### src/rtl/dmem_arbiter.sv
// Round-robin arbiter giving NUM_CORES cores shared access to one single-port
// synchronous data RAM, including sequencing of the RAM's one-cycle read latency.
module dmem_arbiter #(
    parameter int NUM_CORES = 4,
    parameter int ADDR_W    = 8,
    parameter int DATA_W    = 16,
    parameter int MEM_DEPTH = 256
) (
    input  logic                          clock,
    input  logic                          rst_n,
    input  logic [NUM_CORES-1:0]          core_req,
    input  logic [NUM_CORES-1:0]          core_we,
    input  logic [NUM_CORES*ADDR_W-1:0]   core_addr,
    input  logic [NUM_CORES*DATA_W-1:0]   core_wdata,
    output logic [NUM_CORES-1:0]          core_gnt,
    output logic [NUM_CORES-1:0]          core_rvalid,
    output logic [DATA_W-1:0]             core_rdata,
    output logic [NUM_CORES-1:0]          core_err,
    output logic                          mem_en,
    output logic                          mem_we,
    output logic [ADDR_W-1:0]             mem_addr,
    output logic [DATA_W-1:0]             mem_wdata,
    input  logic [DATA_W-1:0]             mem_rdata,
    output logic [1:0]                    fsm_state
);

    // Handshake: a core holds req/we/addr/wdata stable until its one-cycle gnt;
    // dropping req earlier withdraws it, and a read answers with a one-cycle rvalid.

    localparam int PTR_W = (NUM_CORES > 1) ? $clog2(NUM_CORES) : 1;
    localparam logic [ADDR_W:0] DEPTH = (ADDR_W+1)'(MEM_DEPTH);

    typedef enum logic [1:0] {
        IDLE   = 2'd0,
        ISSUE  = 2'd1,
        RDWAIT = 2'd2,
        RDRET  = 2'd3
    } state_t;

    state_t state, state_nxt;

    logic [PTR_W-1:0]  rr_ptr;
    logic [PTR_W-1:0]  win;
    logic [PTR_W-1:0]  idx_p;
    int                idx;
    logic [ADDR_W-1:0] sel_addr;
    logic [DATA_W-1:0] sel_wdata;
    logic              sel_oor;
    logic              take;

    logic [PTR_W-1:0]  lat_core;
    logic              lat_we;
    logic              lat_oor;
    logic [ADDR_W-1:0] lat_addr;
    logic [DATA_W-1:0] lat_wdata;
    logic [DATA_W-1:0] rdata_q;

    // First requester above the last winner, wrapping; the lowest offset wins.
    always_comb begin
        win   = rr_ptr;
        idx   = 0;
        idx_p = '0;
        for (int i = NUM_CORES; i >= 1; i--) begin
            idx = int'(rr_ptr) + i;
            if (idx >= NUM_CORES) idx = idx - NUM_CORES;
            idx_p = PTR_W'(idx);
            if (core_req[idx_p]) win = idx_p;
        end
    end

    assign sel_addr  = core_addr[win*ADDR_W +: ADDR_W];
    assign sel_wdata = core_wdata[win*DATA_W +: DATA_W];
    assign sel_oor   = ({1'b0, sel_addr} >= DEPTH);
    assign take      = (state == IDLE) && (|core_req);

    // State register
    always_ff @(posedge clock or negedge rst_n) begin
        if (!rst_n) begin
            state <= IDLE;
        end else begin
            state <= state_nxt;
        end
    end

    // Next-state logic
    always_comb begin
        state_nxt = state;
        case (state)
            IDLE:    if (|core_req) state_nxt = ISSUE;
            ISSUE:   state_nxt = lat_we ? IDLE : RDWAIT;
            RDWAIT:  state_nxt = RDRET;
            RDRET:   state_nxt = IDLE;
            default: state_nxt = IDLE;
        endcase
    end

    // Output logic; all strobes decode from state and latched request only.
    always_comb begin
        core_gnt    = '0;
        core_err    = '0;
        core_rvalid = '0;
        mem_en      = 1'b0;
        mem_we      = 1'b0;
        case (state)
            ISSUE: begin
                core_gnt[lat_core] = 1'b1;
                core_err[lat_core] = lat_oor;
                mem_en             = !lat_oor;
                mem_we             = !lat_oor && lat_we;
            end
            RDRET:   core_rvalid[lat_core] = 1'b1;
            default: ;
        endcase
    end

    // Request capture and read-data register
    always_ff @(posedge clock or negedge rst_n) begin
        if (!rst_n) begin
            rr_ptr    <= PTR_W'(NUM_CORES - 1);
            lat_core  <= '0;
            lat_we    <= 1'b0;
            lat_oor   <= 1'b0;
            lat_addr  <= '0;
            lat_wdata <= '0;
            rdata_q   <= '0;
        end else begin
            if (take) begin
                rr_ptr    <= win;
                lat_core  <= win;
                lat_we    <= core_we[win];
                lat_oor   <= sel_oor;
                lat_addr  <= sel_addr;
                lat_wdata <= sel_wdata;
            end
            // Out-of-range reads still pass through RDWAIT so read latency is uniform.
            if (state == RDWAIT) begin
                rdata_q <= lat_oor ? '0 : mem_rdata;
            end
        end
    end

    assign mem_addr   = lat_addr;
    assign mem_wdata  = lat_wdata;
    assign core_rdata = rdata_q;
    assign fsm_state  = state;

    a_gnt_onehot: assert property (@(posedge clock) disable iff (!rst_n)
        $onehot0(core_gnt));
    a_rvalid_onehot: assert property (@(posedge clock) disable iff (!rst_n)
        $onehot0(core_rvalid));
    a_err_with_gnt: assert property (@(posedge clock) disable iff (!rst_n)
        (core_err & ~core_gnt) == '0);
    a_mem_with_gnt: assert property (@(posedge clock) disable iff (!rst_n)
        mem_en |-> (|core_gnt));

endmodule

### config.mk
export PLATFORM = sky130hd
export DESIGN_NAME = dmem_arbiter
export DESIGN_NICKNAME = d
export VERILOG_FILES = /design/src/rtl/dmem_arbiter.sv
export SDC_FILE = /design/constraint.sdc
export NUM_CORES = 1
export LEC_CHECK = 0
export ABC_AREA = 1
export CORE_AREA = 2 2 90 92
export DETAILED_ROUTE_END_ITERATION = 12
export DIE_AREA = 0 0 92 94
export HOLD_SLACK_MARGIN = 0.12
export PLACE_DENSITY = 0.94
export REMOVE_ABC_BUFFERS = 1
export SLEW_MARGIN = 30
export SYNTH_ARGS = -nofsm -noshare
export SYNTH_HDL_FRONTEND = slang
export SYNTH_SLANG_ARGS = --single-unit
### constraint.sdc
create_clock -name clock -period 4.8 [get_ports clock]
set_input_delay 0.96 -clock clock [delete_from_list [all_inputs] [get_ports clock]]
set_output_delay 0.96 -clock clock [all_outputs]
set_load 0.02 [all_outputs]
* Word-level counts from Yosys, hierarchy flattened
Index checks and enable logic that the tools add are counted.
** Operators by class
- $add $sub $neg :: 8
- Magnitude comparators :: 11
- Equal/unequal tests :: 4
- Shifts and indexed selects :: 2
- Multiplexer cells :: 27
- Reduce and logical (&&, ||, !) cells :: 4
** Operators by type and width (count)
- indexed part select 64 x 7 -> 16 bit :: 1
- indexed part select 32 x 6 -> 8 bit :: 1
- 2-to-1 mux 2 bit :: 10
- < comparator 2 x 3 -> 1 bit (second input constant) :: 6
- binary-select mux 1 bit (select 2 bit) :: 5
- >= comparator 3 bit (second input constant) :: 3
- 2-to-1 mux 1 bit :: 8
- 2-to-1 mux 4 bit :: 2
- one-hot mux 2 bit (4 select lines) :: 1
- subtractor 2 x 1 -> 2 bit (second input constant) :: 4
- adder 2 x 2 -> 3 bit (second input constant) :: 2
- adder 2 x 3 -> 4 bit (second input constant) :: 1
- equality test 2 bit (second input constant) :: 2
- >= comparator 4 x 3 -> 1 bit (second input constant) :: 1
- OR reduction 4 bit :: 1
- adder 2 x 1 -> 3 bit (second input constant) :: 1
- demux 1 bit (select 2 bit) :: 1
- equality test 2 x 1 -> 1 bit (second input constant) :: 1
- >= comparator 2 x 1 -> 1 bit (second input constant) :: 1
- logical AND 1 bit :: 2
- logical NOT 2 bit :: 1
- != test 2 x 1 -> 1 bit (second input constant) :: 1
** Word-level totals
- Register bits after elaboration :: 47
- Bits of input ports :: 122
- Output and inout port bits :: 56
- Logic and storage cells :: 63

* Logic depth before layout (Yosys ltp)
Gate-level depths: netlist of run 1.
- Word-level depth :: 11
- Depth in mapped cells :: 17
- Gate-level depth less buffers :: 15

* Worst setup path before layout of run 1
Ideal clock, no wire load.
- Path kind :: register to output
- Start :: register state[0] (netlist: fsm_state[0])
- End :: output port core_gnt[0]
- Arrival time :: 1.514 ns
- Slack :: 2.326 ns
- Cell stages (with the launch flop) :: 5
- Cells stage by stage :: dfrtp_1 -> inv_1 -> nor2_1 -> inv_1 -> nor3_1
** On the way
- Longest elaborated chain between the ends :: 2
** Ends and longest elaborated chain
- from (decl) :: RTL line 40 : state_t state, state_nxt;
- from (signal assigned) :: RTL line 81 : state <= state_nxt;
- equality test 2 x 1 -> 1 bit :: RTL line 104 : case (state)
- 2-to-1 mux 4 bit :: RTL line 104
- to (decl) :: RTL line 15 : output logic [NUM_CORES-1:0] core_gnt,
No other way between the ends.

* Final worst setup path of run 1
- Start :: input port core_req[2]
- End :: register lat_we
** On the way
- Longest elaborated chain between the ends :: 8
- Elaborated cells between the ends (all ways) :: 16
- Those cells by class :: mux: 14; reduce/logical: 2
** Ends and longest elaborated chain
- from (decl) :: RTL line 11 : input logic [NUM_CORES-1:0] core_req,
- binary-select mux 1 bit (select 2 bit) :: RTL line 67 : if (core_req[idx_p]) win = idx_p;
- 2-to-1 mux 1 bit (implied by the code) :: RTL line 67
- 2-to-1 mux 2 bit (4 in a row) :: RTL line 67
- binary-select mux 1 bit (select 2 bit) :: RTL line 130 : lat_we <= core_we[win];
- 2-to-1 mux 1 bit (implied by the code) :: RTL line 130
- to (signal assigned) :: RTL line 130
- to (decl) :: RTL line 52 : logic lat_we;
Several ways; a longest one is shown, not always the timed one. The select of a mux whose other input is x is not followed.
A chain may end at the register's enable or synchronous reset.

==> impl_results.md, run 1 <==
* Max-slew violations at 0
* Critical path startpoint category: input pin
* Die width at 92 um
* Simple-Gate Fraction of Synth Area at 0.351
* Root Buffer: clkbuf_8
* Hold depth at 2
* Leakage at 2.46 nW
* RSZ-0062 raised after global routing: no
* Crit-path most repeated cell: nand2_1
* FF+latch count, synth at 47
* Setup bufs post-CTS at 0
* Post-route minimum period at 3.27 ns
* Initial Util at 0.416
* Die Ht at 94 um
* Worst path cell trace: clkdlybuf4s50_1 > inv_1 > nand2_1 > nand3_1 > nand2_1 > inv_2 > nand2_2 > nand3_2 > nand2_4 > nand2_1 > o211ai_2 > nand3_1
* P per Cell Area at 698 nW/um^2
* Post-Synth Adder-Cell Area at 0
* Buffers & Inverters on Critical Path at 3
* Critical path endpoint category: flip-flop
* Drt pass-1 iters at 4
* Cell Rows at 32
* Starting DRT DRC Count at 100
* Max IR drop VDD at 342 uV
* Worst hold path class: flip-flop to flip-flop
* Total gr overflow at 0
* Detailed Place HPWL at 7.22 mm
* Core area at 7610 sq um
* # port buffers at 173
* Hold Buf Count CTS at 0
* Pin count of the biggest net entering global routing at 80
* Most frequent cells in the layout: clkdlybuf4s50_1, nand2_1, inv_1
* CTS resizes at 0
* Layout Skew at 0.00727 ns
* XOR/XNOR Fraction of Synth Area at 0
* Worst rel slew slack at 0.487
* Sequential share of the synthesized area at 0.373
* Commonest non-fill, non-tap cell in the layout: clkdlybuf4s50_1
* Area delta synth->final at 58.2%
* Syn Inst Count at 444
* Flop pwr share at 0.215
* CTS tree: built
* Total GRT Usage at 0.223
* CP Class: input pin to flip-flop
* Largest family of logic cells by synthesized area: simple AND/OR/NAND/NOR gates
* Vias in the first global route at 3501
* Top cell family by delay on the critical path: simple AND/OR/NAND/NOR gates
* Ports at 178
* Syn Area/Cell at 7.12 sq um
* Worst-Margin Slew at 0.769 ns
* Cell area after layout at 5000 sq um
* Int Power at 0.00178 W
* Post-layout power at 0.00349 W
* Worst path depth at 12
* DP Area at 4860 sq um
* Maxcap violations at 0
* Antenna violations before repair at 0
* # DRC at 0
* Worst r2r path cells at 11
* Crit-path max FO at 79
* Final period utilization at 0.681
* Via density at 4.74
* CP Data Arrival Time at 3.43 ns
* First-pass GRT wire length at 15.7 mm
* Outcome: finished, final reports clean
* Yosys cell types at 26
* Post-Route WL at 9.39 mm
* Final Net Count at 725
* H-tree Lvls at 2
* Ys Warns at 0
* Multiplexer share of the synthesized area at 0.0570
* Antenna Nets Post-Route at 0
* Compound-Gate Fraction of Synth Area at 0.0613
* Util after Layout at 0.658
* Setup TNS at 0 ns
* FMAX at 306 MHz
* Die Area at 8650 sq um
* CTS buffer count at 5
* Critical Path RT at 4.97 ns
* Layout cell share with drive strength beyond 1 at 0.0844
* CTS Sinks at 47
* Synthesized area at 3160 sq um
* Power share of the clock group at 0.098
* Setup violators final at 0
* Fill cells at 654
* Combinational power share at 0.686
* GPL Wtd Cong at 0.841
* Fin. Hold Viols at 0
* Vias post-DR at 3346
* Switching pwr at 0.00171 W
* Max clock buf depth at 2
* Sw Share at 0.490
* Antenna Cells at 0
* Slowest stage cell, crit path: nand2_4
* Wire length per cell at 13.3 um
* Max incr delay on CP at 0.74 ns
* Worst-Skew Late Latency at 0.29 ns
* Clk slew on worst S/H paths at 0.09 ns
## worst paths after layout
check,startpoint,to,slack [ns]
worst max-delay path,core_req[2],lat_we,1.53
min in group asynchronous,rst_n,mem_wdata[12],0.67
max in group asynchronous,rst_n,core_rdata[1],3.74
worst min register to register,mem_addr[3],mem_addr[3],0.49
worst max register to register,rr_ptr[0],lat_we,1.96
worst min-delay path,mem_addr[3],mem_addr[3],0.49
## metal layers
layer  GRT usage  up-vias  wire length, um
li1            -     1672                -
met1       0.245     1517             3690
met2       0.422      131             4870
met3      0.0465       26              543
met4      0.0808        0              278
met5           0        -                0
## worst min-delay path, cell delays in order, from the launching register on
cell	delay [ns]
dfrtp_1	0.35
nand2_1	0.05
nand2_1	0.05
## stage by stage
stage               instances  hold slack (ns)  worst slack, ns
floorplan                 422            0.460             2.21
global placement          698            0.464             1.38
detailed placement        698            0.467             1.27
CTS                       706            0.489             1.57
global route              706            0.520             1.28
finish                    706            0.491             1.53
## synth_stat cells (all sizes together)
cell | n | area, sq um
o31ai | 1 | 7.51
nor2 | 5 | 28.8
a21boi | 1 | 11.3
or2 | 14 | 87.6
clkbuf | 4 | 15.0
inv | 85 | 322
mux2 | 16 | 180
dfrtp | 45 | 1130
nand2 | 148 | 578
conb | 1 | 3.75
nand3 | 74 | 375
nor3 | 8 | 40.0
o21ai | 5 | 25.0
buf | 21 | 159
o211ai | 14 | 150
dfstp | 2 | 52.6
## state kept, by name, indices dropped and copies added, names as in the netlist, named ones only
name and cells:
mem_wdata 16, rr_ptr 2, core_rdata 16, fsm_state 1
mem_addr 8, lat_we 1, lat_core 2
## cell type report
type	instances	area (sq um)	area share
timing repair buffer	174	1740	0.347
multi-input combinational	290	1500	0.300
sequential	47	1180	0.236
inverter	85	322	0.0643
tap	102	128	0.0255
clock buffer	5	68.8	0.0138
clock inverter	3	67.6	0.0135
## cell families (layout without fill, tap and decap cells)
family,count (synthesis),count (layout)
flops,47,47
mux,16,16
compound gates,21,21
other cells,1,4
simple gates,249,249
buf+inv,110,267
## power groups by stage
stage / registers [W] / clock network (W) / logic, W
finish: 0.000752 / 0.000344 / 0.00240
global route: 0.000775 / 0.000367 / 0.00266
CTS: 0.000753 / 0.000351 / 0.00241
detailed placement: 0.000758 / 0 / 0.00241
global placement: 0.000748 / 0 / 0.00231
floorplan: 0.000957 / 0 / 0.00132
(Power assumes the default switching activity.)
==> run 2, diff against run 1 <==
--- a/config.mk
+++ b/config.mk
@@ -6,11 +6,11 @@
 export NUM_CORES = 1
 export LEC_CHECK = 0
 export ABC_AREA = 1
-export CORE_AREA = 2 2 90 92
+export CORE_AREA = 2 2 94 96
 export DETAILED_ROUTE_END_ITERATION = 12
-export DIE_AREA = 0 0 92 94
+export DIE_AREA = 0 0 96 98
 export HOLD_SLACK_MARGIN = 0.12
-export PLACE_DENSITY = 0.94
+export PLACE_DENSITY = 0.87
 export REMOVE_ABC_BUFFERS = 1
 export SLEW_MARGIN = 30
 export SYNTH_ARGS = -nofsm -noshare
==> constraint.sdc (replaced) <==
create_clock -name clock -period 3.3 [get_ports clock]
set_input_delay 0.66 -clock clock [delete_from_list [all_inputs] [get_ports clock]]
set_output_delay 0.66 -clock clock [all_outputs]
set_load 0.02 [all_outputs]
==> run 2 against run 1 <==
Clock skew up 0.0040 ns. First-iteration DRC count increased by 68%. Cell count increased by 1.6%. Sequential power is 46% higher. Clock power up 44%. Power up 49%. Combinational power grew 50%. Final area up 1.1%. Register-to-register slack lost 1.0 ns. Wire length decreased by 2.8%. Highest routed layer unchanged.
==> impl_results.md, run 2 (synthesis results as in run 1) <==
* R2R Path Start: rr_ptr[0] (unchanged)
* Int Power at 0.00269 W (was 0.00178 W)
* Die Ht at 98 um (was 94 um)
* Vias post-DR at 3471 (was 3346)
* GPL Wtd Cong at 0.841 (about the same)
* Post-layout power at 0.00520 W (was 0.00349 W)
* Setup TNS at 0 ns (unchanged)
* CP Class: input pin to flip-flop (unchanged)
* Clk slew on worst S/H paths at 0.09 ns (about the same)
* Die width at 96 um (was 92 um)
* Max clock buf depth at 2 (unchanged)
* Fin cells at 717 (was 706)
* # DRC at 0 (unchanged)
* CTS Sinks at 47 (unchanged)
* Max IR drop VDD at 534 uV (was 342 uV)
* Sw Share at 0.482 (was 0.490)
* Setup bufs post-CTS at 0 (unchanged)
* CTS tree: built (unchanged)
* P per Cell Area at 1030 nW/um^2 (was 698 nW/um^2)
* CTS buffer count at 5 (unchanged)
* Critical path startpoint category: input pin (unchanged)
* Leakage at 2.49 nW (was 2.46 nW)
* Worst r2r path cells at 12 (was 11)
* FMAX at 386 MHz
* Worst-Margin Slew at 0.693 ns (was 0.769 ns)
* Commonest non-fill, non-tap cell in the layout: clkdlybuf4s50_1 (unchanged)
* Util after Layout at 0.597 (was 0.658)
* CTS resizes at 0 (unchanged)
* Root Buffer: clkbuf_8 (unchanged)
* Combinational power share at 0.694 (was 0.686)
* # port buffers at 173 (unchanged)
* Crit-path max FO at 15 (was 79)
* Antenna violations before repair at 0 (unchanged)
* Via density at 4.84 (was 4.74)
* Power share of the clock group at 0.095 (was 0.098)
* H-tree Lvls at 2 (unchanged)
* Outcome: finished, final reports clean (unchanged)
* Detailed Place HPWL at 7.21 mm (was 7.22 mm)
* Starting DRT DRC Count at 168 (was 100)
* Pin count of the biggest net entering global routing at 48 (was 80)
* Layout Skew at 0.0113 ns (was 0.00727 ns)
* Critical Path RT at 3.53 ns (was 4.97 ns)
* Total gr overflow at 0 (unchanged)
* Area delta synth->final at 59.9% (was 58.2%)
* Ports at 178 (unchanged)
* Hold Buf Count CTS at 0 (unchanged)
* Setup violators final at 0 (unchanged)
* CP Data Arrival Time at 2.82 ns (was 3.43 ns)
* Die Area at 9410 sq um (was 8650 sq um)
* Post-route minimum period at 2.59 ns
* Total GRT Usage at 0.198 (was 0.223)
* Initial Util at 0.373 (was 0.416)
* Final Net Count at 730 (was 725)
* Core area at 8470 sq um (was 7610 sq um)
* Drt pass-1 iters at 7 (was 4)
* DP Area at 4920 sq um (was 4860 sq um)
* Cell Rows at 34 (was 32)
* Switching pwr at 0.00251 W (was 0.00171 W)
* Setup slack, reg-to-reg at 0.91 ns (was 1.96 ns)
* Post-Route WL at 9.13 mm (was 9.39 mm)
* Flop pwr share at 0.211 (was 0.215)
* Antenna Cells at 0 (unchanged)
* Wire length per cell at 12.7 um (was 13.3 um)
* Most frequent cells in the layout: clkdlybuf4s50_1, nand2_1, inv_1 (unchanged)
* Maxcap violations at 0 (unchanged)
* Final period utilization at 0.785
* Worst-Skew Late Latency at 0.30 ns (was 0.29 ns)
* Max-slew violations at 0 (unchanged)
* Antenna Nets Post-Route at 0 (unchanged)
* Cell area after layout at 5060 sq um (was 5000 sq um)
* Layout cell share with drive strength beyond 1 at 0.0903 (was 0.0844)
* Fin. Hold Viols at 0 (unchanged)
* First-pass GRT wire length at 15.1 mm (was 15.7 mm)
* Reg-to-Reg End: mem_addr[2] (was lat_we)
* Worst hold path class: input pin to async pin (was flip-flop to flip-flop)
* RSZ-0062 raised after global routing: no (unchanged)
* Worst rel slew slack at 0.537 (was 0.487)
* Critical path endpoint category: flip-flop (unchanged)
* Placed insts at 709 (was 698)
* Vias in the first global route at 3384 (was 3501)
## run 2: cell types whose count changed in the layout (fill, tap and decap cells not counted), sizes merged
cell	delta
buf	+5
clkbuf	+1
clkinvlp	-1
## run 2: worst max-delay path by stage
stage / start / cells past startpoint / slack (ns) / endpoint
CTS: core_req[0] / 12 / 0.69 / mem_addr[2]
global placement: core_req[3] / 13 / 0.50 / lat_core[1]
detailed placement: core_req[0] / 13 / 0.41 / mem_addr[2]
floorplan: core_req[2] / 8 / 1.01 / lat_we
finish: core_req[0] / 13 / 0.71 / mem_addr[2]
global route: core_req[1] / 13 / 0.49 / mem_addr[5]
## run 2: metal layers
layer  global-route usage  wire length, um  up-vias
met5                    0                0        -
met4               0.0538              205        0
met3               0.0417              594       22
met2                0.359             4800      147
met1                0.233             3530     1611
li1                     -                -     1691
## run 2: cell type report
type                    count  area [sq um]
repair buffers            179          1790
inverters                  85           322
clock inverters             2          60.1
flip-flops and latches     47          1180
multi-input cells         290          1500
fillers                   745          3410
well taps                 108           135
clock buffers               6          72.6
## run 2: worst max-delay path, stage by stage
cell and delay [ns]:
clkdlybuf4s50_1 0.52, nand2_1 0.07, nand2_1 0.06, nand2_1 0.07, nand2_1 0.09, inv_2 0.05, nand2_1 0.05, nand2_1 0.07
nand2_1 0.06, nand2_1 0.29, nor2_4 0.52, o211ai_1 0.17, nand3_1 0.11
## run 2: stage by stage
step	hold slack (ns)	setup slack, ns
2_1_floorplan	0.364	1.01
3_3_place_gp	0.464	0.500
3_5_place_dp	0.470	0.410
4_1_cts	0.389	0.694
5_1_grt	0.412	0.486
6_report	0.363	0.711
## run 2: power by group through the flow
stage               registers [W]  clock network (W)  logic [W]
finish                    0.00110           0.000495    0.00361
global placement          0.00109                  0    0.00347
detailed placement        0.00110                  0    0.00361
global route              0.00113           0.000538    0.00402
floorplan                 0.00139                  0    0.00192
CTS                       0.00110           0.000506    0.00361
